==> src/rtl/key_pkg.sv <==
// Shared types for the key event decoder: event codes, FSM states, timer width.
package key_pkg;

  localparam int TIMER_W = 16;

  typedef enum logic [2:0] {
    EV_NONE   = 3'd0,
    EV_SHORT  = 3'd1,
    EV_DOUBLE = 3'd2,
    EV_LONG   = 3'd3,
    EV_REPEAT = 3'd4
  } ev_code_t;

  typedef enum logic [2:0] {
    ST_IDLE   = 3'd0,
    ST_PRESS1 = 3'd1,
    ST_GAP    = 3'd2,
    ST_PRESS2 = 3'd3,
    ST_HELD   = 3'd4
  } key_state_t;

  localparam logic [TIMER_W-1:0] TIMER_MAX = '1;

endpackage

==> src/rtl/ms_tick_gen.sv <==
// Free-running prescaler: one-cycle tick every TICK_DIV clk cycles.
module ms_tick_gen #(
  parameter int TICK_DIV = 100000
) (
  input  logic clk,
  input  logic reset,
  output logic tick
);

  localparam int CW = (TICK_DIV > 1) ? $clog2(TICK_DIV) : 1;
  localparam logic [CW-1:0] LAST = CW'(TICK_DIV - 1);

  logic [CW-1:0] cnt;

  // Count 0..TICK_DIV-1 and pulse tick on the wrap.
  always_ff @(posedge clk) begin
    if (reset) begin
      cnt  <= '0;
      tick <= 1'b0;
    end else begin
      tick <= (cnt == LAST);
      cnt  <= (cnt == LAST) ? '0 : cnt + 1'b1;
    end
  end

endmodule

==> src/rtl/key_event_decoder.sv <==
// Key event decoder: turns a debounced key level into SHORT / DOUBLE / LONG
// (and optionally REPEAT) events with a valid/ready output and a sticky
// overflow flag. Define KEY_EVENT_REPEAT_EN to enable auto-repeat in HELD.
module key_event_decoder
  import key_pkg::*;
#(
  parameter int TICK_DIV  = 100000,
  parameter int LONG_MS   = 800,
  parameter int DCLICK_MS = 250,
  parameter int REPEAT_MS = 100
) (
  input  logic       clk,
  input  logic       reset,
  input  logic       key_db,
  output logic [2:0] ev_code,
  output logic       ev_valid,
  input  logic       ev_ready,
  output logic       ev_ovf,
  input  logic       ovf_clr
);

  localparam logic [TIMER_W-1:0] LONG_T   = TIMER_W'(LONG_MS);
  localparam logic [TIMER_W-1:0] DCLICK_T = TIMER_W'(DCLICK_MS);

  logic               tick;
  logic               key_q;
  logic               rise, fall;
  logic [TIMER_W-1:0] timer;
  key_state_t         state, nxt_state;
  ev_code_t           new_ev;
  logic               emit, tmr_clr, drop;

  ms_tick_gen #(.TICK_DIV(TICK_DIV)) u_tick (
    .clk   (clk),
    .reset (reset),
    .tick  (tick)
  );

  assign rise = key_db & ~key_q;
  assign fall = ~key_db & key_q;
  assign drop = emit & ev_valid & ~ev_ready;

`ifdef KEY_EVENT_REPEAT_EN
  localparam logic [TIMER_W-1:0] REPEAT_T = TIMER_W'(REPEAT_MS);
`else
  // REPEAT_MS only shapes the repeat build; referenced here so it stays elaborated.
  if (REPEAT_MS < 0) begin : g_repeat_ms_unused
  end
`endif

  // Next-state / event decision; key edges always win over timer expiry.
  always_comb begin
    nxt_state = state;
    new_ev    = EV_NONE;
    emit      = 1'b0;
    tmr_clr   = 1'b0;
    case (state)
      ST_IDLE: if (rise) nxt_state = ST_PRESS1;
      ST_PRESS1: begin
        if (fall) nxt_state = ST_GAP;
        else if (timer == LONG_T) begin
          new_ev = EV_LONG; emit = 1'b1; nxt_state = ST_HELD;
        end
      end
      ST_GAP: begin
        if (rise) nxt_state = ST_PRESS2;
        else if (timer == DCLICK_T) begin
          new_ev = EV_SHORT; emit = 1'b1; nxt_state = ST_IDLE;
        end
      end
      ST_PRESS2: begin
        // A second press that turns into a hold still reports DOUBLE, never LONG.
        if (fall) begin
          new_ev = EV_DOUBLE; emit = 1'b1; nxt_state = ST_IDLE;
        end else if (timer == LONG_T) begin
          new_ev = EV_DOUBLE; emit = 1'b1; nxt_state = ST_HELD;
        end
      end
      ST_HELD: begin
        if (fall) nxt_state = ST_IDLE;
`ifdef KEY_EVENT_REPEAT_EN
        else if (timer == REPEAT_T) begin
          new_ev = EV_REPEAT; emit = 1'b1; tmr_clr = 1'b1;
        end
`endif
      end
      default: nxt_state = ST_IDLE;
    endcase
  end

  // FSM state, tick timer, and the registered event/overflow outputs.
  always_ff @(posedge clk) begin
    if (reset) begin
      state    <= ST_IDLE;
      timer    <= '0;
      key_q    <= 1'b0;
      ev_valid <= 1'b0;
      ev_code  <= 3'd0;
      ev_ovf   <= 1'b0;
    end else begin
      key_q <= key_db;
      state <= nxt_state;
      if (nxt_state != state || tmr_clr) timer <= '0;
      else if (tick && timer != TIMER_MAX) timer <= timer + 1'b1;

      // A pending unconsumed event is never overwritten; the newcomer is dropped.
      if (emit && !drop) begin
        ev_valid <= 1'b1;
        ev_code  <= new_ev;
      end else if (ev_valid && ev_ready) begin
        ev_valid <= 1'b0;
      end

      if (drop) ev_ovf <= 1'b1;
      else if (ovf_clr) ev_ovf <= 1'b0;
    end
  end

endmodule

==> config.mk <==
export PLATFORM = sky130hd
export DESIGN_NAME = key_event_decoder
export DESIGN_NICKNAME = d
export VERILOG_FILES = /design/src/rtl/key_pkg.sv /design/src/rtl/ms_tick_gen.sv /design/src/rtl/key_event_decoder.sv
export SDC_FILE = /design/constraint.sdc
export NUM_CORES = 1
export LEC_CHECK = 0
export CELL_PAD_IN_SITES_DETAIL_PLACEMENT = 0
export CELL_PAD_IN_SITES_GLOBAL_PLACEMENT = 1
export CORE_MARGIN = 2
export CORE_UTILIZATION = 42
export CTS_CLUSTER_SIZE = 25
export DETAILED_ROUTE_END_ITERATION = 8
export PLACE_DENSITY_LB_ADDON = 0.2
export SLEW_MARGIN = 20
export SYNTH_ARGS = -nofsm -noshare
export SYNTH_HDL_FRONTEND = slang
export SYNTH_SLANG_ARGS = --single-unit
export TNS_END_PERCENT = 1
==> constraint.sdc <==
create_clock -name clk -period 5.6 [get_ports clk]
set_clock_uncertainty 0.15 [all_clocks]
set_input_delay 1.12 -clock clk [delete_from_list [all_inputs] [get_ports clk]]
set_output_delay 1.12 -clock clk [all_outputs]
set_load 0.02 [all_outputs]
### Word-level counts from Yosys, hierarchy flattened

Cells that the tools add are included.

* input bits: 5
* word-level logic and storage cells: 60
* register bits after elaboration: 43
* output and inout port bits: 5

* mux-type cells: 25
* $add $sub $neg: 2
* bitwise logic cells: 7
* equality and inequality tests: 9
* reduce and logical (&&, ||, !) cells: 9

Operator list (number)
* 3-bit 2-to-1 mux: 7
* 17-bit by 1-bit adder with 17-bit output, second input constant: 1
* 17-bit == test, second input constant: 1
* 16-bit by 1-bit adder with 16-bit output, second input constant: 1
* 16-bit by 10-bit == test with 1-bit output, second input constant: 1
* 16-bit by 8-bit == test with 1-bit output, second input constant: 1
* 16-bit != test, second input constant: 1
* 3-bit one-hot mux with 5 select lines: 1
* 1-bit 2-to-1 mux: 11
* 2-bit 2-to-1 mux: 4
* 3-bit by 2-bit == test with 1-bit output, second input constant: 2
* 2-bit one-hot mux with 3 select lines: 1
* 1-bit bitwise AND: 4
* 2-bit nonzero test: 2
* 2-bit OR reduction: 2
* 3-bit by 1-bit == test with 1-bit output, second input constant: 1
* 3-bit == test, second input constant: 1
* 1-bit logical AND: 3
* 3-bit logical NOT: 1
* 3-bit != test: 1
* 1-bit NOT: 3
* 1-bit one-hot mux with 3 select lines: 1
* 1-bit logical NOT: 1

### Depth between registers and ports, before layout

* depth in word-level cells: 9
* depth in mapped cells: 8
* depth with buffers taken out: 7

### Cells and area by module

A second synthesis with hierarchy kept.

* cell total of the unflattened synthesis: 239
* area, all modules: 2174.6 um2

By module, submodules not included
* key_event_decoder: area an instance 1312.5 um2, instances 1, cells each 151, sequential area each 480.5 um2
* ms_tick_gen: area an instance 862.1 um2, instances 1, cells each 88, sequential area each 360.3 um2

### Least setup slack after synthesis

No wires, ideal clock.

* path type: in2reg
* start point: in key_db
* end point: reg ev_code[0]
* stages on the path: 5
* data required time: 5.347 ns
* slack: 2.842 ns
* arrival time: 2.504 ns
* path through: nor2b_1 > or4b_1 > nor4_4 > a311oi_2 > a2111oi_2

* longest elaborated chain between the ends: 8
* elaborated cells on any way between the ends: 15

Ends and longest elaborated chain
* start: declaration: RTL line key_event_decoder.sv:14 `input logic key_db,`
* 1-bit NOT: RTL line key_event_decoder.sv:40 `assign fall = ~key_db & key_q;`
* 1-bit bitwise AND: RTL line key_event_decoder.sv:40
* 1-bit 2-to-1 mux, on equally long branches: RTL line key_event_decoder.sv:73, key_event_decoder.sv:60
* 1-bit one-hot mux with 3 select lines: RTL line key_event_decoder.sv:57 `case (state)`
* 1-bit bitwise AND (2 in series): RTL line key_event_decoder.sv:41 `assign drop = emit & ev_valid & ~ev_ready;`
* 1-bit logical NOT: RTL line key_event_decoder.sv:107 `if (emit && !drop) begin`
* 1-bit logical AND: RTL line key_event_decoder.sv:107
* end signal: assignment: RTL line key_event_decoder.sv:109 `ev_code <= new_ev;`
* end: declaration: RTL line key_event_decoder.sv:15 `output logic [2:0] ev_code,`

Parallel ways exist; a longest one is shown, timed or not.
A chain may end at the register's enable or synchronous reset.

### Worst setup path after layout

* start point: in key_db
* end point: reg timer[7]

* longest elaborated chain between the ends: 6
* elaborated cells on any way between the ends: 11

Ends and longest elaborated chain
* 1-bit NOT: RTL line key_event_decoder.sv:40
* 1-bit bitwise AND: RTL line key_event_decoder.sv:40
* 3-bit 2-to-1 mux, on equally long branches: RTL line key_event_decoder.sv:80, key_event_decoder.sv:60, key_event_decoder.sv:73
* 3-bit one-hot mux with 5 select lines (*): RTL line key_event_decoder.sv:57
* 3-bit != test (*): RTL line key_event_decoder.sv:103 `if (nxt_state != state || tmr_clr) timer <= '0;`
* 2-bit OR reduction (no line) (*)
* end signal: assignment: RTL line key_event_decoder.sv:104 `else if (tick && timer != TIMER_MAX) timer <= timer + 1'b1;`
* end: declaration: RTL line key_event_decoder.sv:28 `logic [TIMER_W-1:0] timer;`

Mark *: on every way between the ends. The rest lies on a longest branch, timed or not.

==> results.cfg <==
[outcome]
status = finished, final reports clean

[setup_path]
worstSetupStartpoint = key_db
crit_type = in -> reg
worstSetupEndpointType = register
arrival_ps = 3070
r2r_cells = 5
r2r-start = u_tick.cnt[0]$_SDFF_PP0_
crit_fanout = 16
rr_endpoint = u_tick.cnt[7]$_SDFF_PP0_
rrSetupSlack_ps = 3340
crit_path_start_kind = primary input
cp-endpoint = timer[7]$_SDFFE_PP0P_
required_ps = 5630

[drt]
routed_wl_um = 3960
vias = 1618
drc = 0
ant_nets = 0
firstDrtPassIters = 4
drt-initial-drc-count = 85
wire_per_inst_um = 12.4
viasPerCell = 5.06

[layout]
drive_above_1_share = 0.0840
num-fill-cells = 501
final_cell_mix = 42 x nor2_1, 42 x dfxtp_1, 16 x xnor2_1
fin_util = 0.479
layout.cells.non_filler = 320
diodes = 0
areaGrowthSynthToFinish_pct = 11.7
nets = 258

[sta]
period_share = 0.543
fmax_mhz = 329
min_period_ps = 3040
relSlewSlack = 0.554
tightest_slew_ps = 665
slew_viol_final = 0
fin_hold_ws_ps = 290
setup_viol = 0
setup_tns_ps = 0
rsz0062_at_grt = no
finalHoldViolCount = 0

[power_and_ir_drop]
vdd_ir_drop_max_mv = 0.191
p_leak_uw = 0.000843
finalPower_uw = 632
powerDensity_nw_per_um2 = 263

[logic_synthesis]
syn_inst = 244
synth-edff-count = 0
synth_seq_area_share = 0.391
netlist_area_um2 = 2150
synthesis.nets = 253
synth-main-ff-cell = dfxtp_1
ys_types = 49
yosys_register_bits = 42
ys_warn_count = 0
syn_avg_cell_area_um2 = 8.80
synthArstFlopShare = 0

[global_routing]
grt_max_degree = 18
grt_pass1_vias = 1483
grt_pass1_wl_um = 6710
grt-ovfl-total = 0
track_usage = 0.152
grt_antenna_before_repair = 0

[worst_hold_path]
hold_class = reg -> reg

[clocking]
ctsHoldBuffers = 0
cts_buffers = 5
cts.sinks = 42
cts_setup_buffers = 0
htreeDepth = 2
insertion_delay_ps = 300
clk_pin_slew_ps = 80
cts_root_buffer = clkbuf_8
cts_resized = 0
cts_buffer_depth = 2
cts_tree = done

[floorplanning]
die_y_um = 75.5
die-area_um2 = 5700
initial_core_util = 0.429
core_um2 = 5010
num_io_pins = 10
die_w_um = 75.5
rows = 26

[placement]
gp_congestion = 0.741
dp_cells = 312
port_buffers = 8
hpwl_um = 2750

[job]
cap_violations = 0
==> registers in the layout, indices dropped and copies added, names as in the netlist <==
signal       flops
ev_code          2
ev_ovf           1
ev_valid         1
key_q            1
state            3
timer           16
u_tick.cnt      17
u_tick.tick      1
==> routing by layer <==
metal | vias to the layer above | track usage | part of all wire
met5 | - | 0 | 0
met4 | 0 | 0.0507 | 0.018
met3 | 7 | 0.0397 | 0.026
met2 | 19 | 0.244 | 0.46
met1 | 732 | 0.198 | 0.50
li1 | 860 | - | -
==> cells by family (layout without fill, tap and decap cells) <==
logic type | after synthesis | after routing | synth area share
simple gates | 127 | 127 | 0.335
flops | 42 | 42 | 0.391
xor+xnor | 28 | 28 | 0.114
compound gates | 26 | 26 | 0.0885
buf+inv | 14 | 20 | 0.0367
fa+ha+maj | 4 | 4 | 0.0233
mux | 2 | 2 | 0.00932
other cells | 1 | 1 | 0.00175
==> cell type report <==
class / instances / area, um2 / area share
clock buffers: 6 / 82.6 / 0.0344
clock inverters: 2 / 60.1 / 0.0250
inverters: 4 / 15.0 / 0.00626
multi-input cells: 188 / 1230 / 0.514
flip-flops and latches: 42 / 841 / 0.350
well taps: 70 / 87.6 / 0.0365
repair buffers: 8 / 80.1 / 0.0334
==> synthesized netlist by cell type, drive strengths merged, types with 5 or more instances <==
| library cell | number | area share |
|---|---|---|
| nand2 | 14 | 0.024 |
| a21oi | 9 | 0.021 |
| nor2 | 42 | 0.073 |
| xnor2 | 16 | 0.065 |
| xor2 | 12 | 0.049 |
| nor2b | 7 | 0.020 |
| buf | 6 | 0.022 |
| nand4 | 8 | 0.023 |
| nand3 | 13 | 0.036 |
| nand2b | 5 | 0.018 |
| dfxtp | 42 | 0.39 |
| nor3 | 8 | 0.024 |
| and3 | 7 | 0.020 |
==> how the worst min path moves through the flow <==
stage,startpoint,end,depth (start not counted)
floorplan,u_tick.cnt[0]$_SDFF_PP0_,u_tick.cnt[0]$_SDFF_PP0_,1
detailed placement,u_tick.cnt[0]$_SDFF_PP0_,u_tick.cnt[0]$_SDFF_PP0_,1
global route,u_tick.cnt[0]$_SDFF_PP0_,u_tick.cnt[0]$_SDFF_PP0_,1
global placement,u_tick.cnt[0]$_SDFF_PP0_,u_tick.cnt[0]$_SDFF_PP0_,1
finish,u_tick.cnt[0]$_SDFF_PP0_,u_tick.cnt[0]$_SDFF_PP0_,1
CTS,u_tick.cnt[0]$_SDFF_PP0_,u_tick.cnt[0]$_SDFF_PP0_,1
==> worst max-delay path, stage by stage <==
cell and delay, ps:
clkdlybuf4s50_1 430, nor2b_1 170, or4b_1 560, o31ai_1 330, a21o_2 360, nor3_1 100
==> report_power, final <==
part           leakage, uW  internal (uW)  switching (uW)
Combinational     0.000432           11.0            15.7
Sequential        0.000340            302            5.24
Clock            0.0000714            190             108
Total             0.000843            503             129
==> per-stage QoR <==
| step | cell area, um2 | worst slack (ps) |
|---|---|---|
| 2_1_floorplan | 2150 | 2840 |
| 3_3_place_gp | 2250 | 2260 |
| 3_5_place_dp | 2260 | 2230 |
| 4_1_cts | 2400 | 2540 |
| 5_1_grt | 2400 | 2410 |
| 6_report | 2400 | 2560 |
Power figures use the tool's default switching activity.
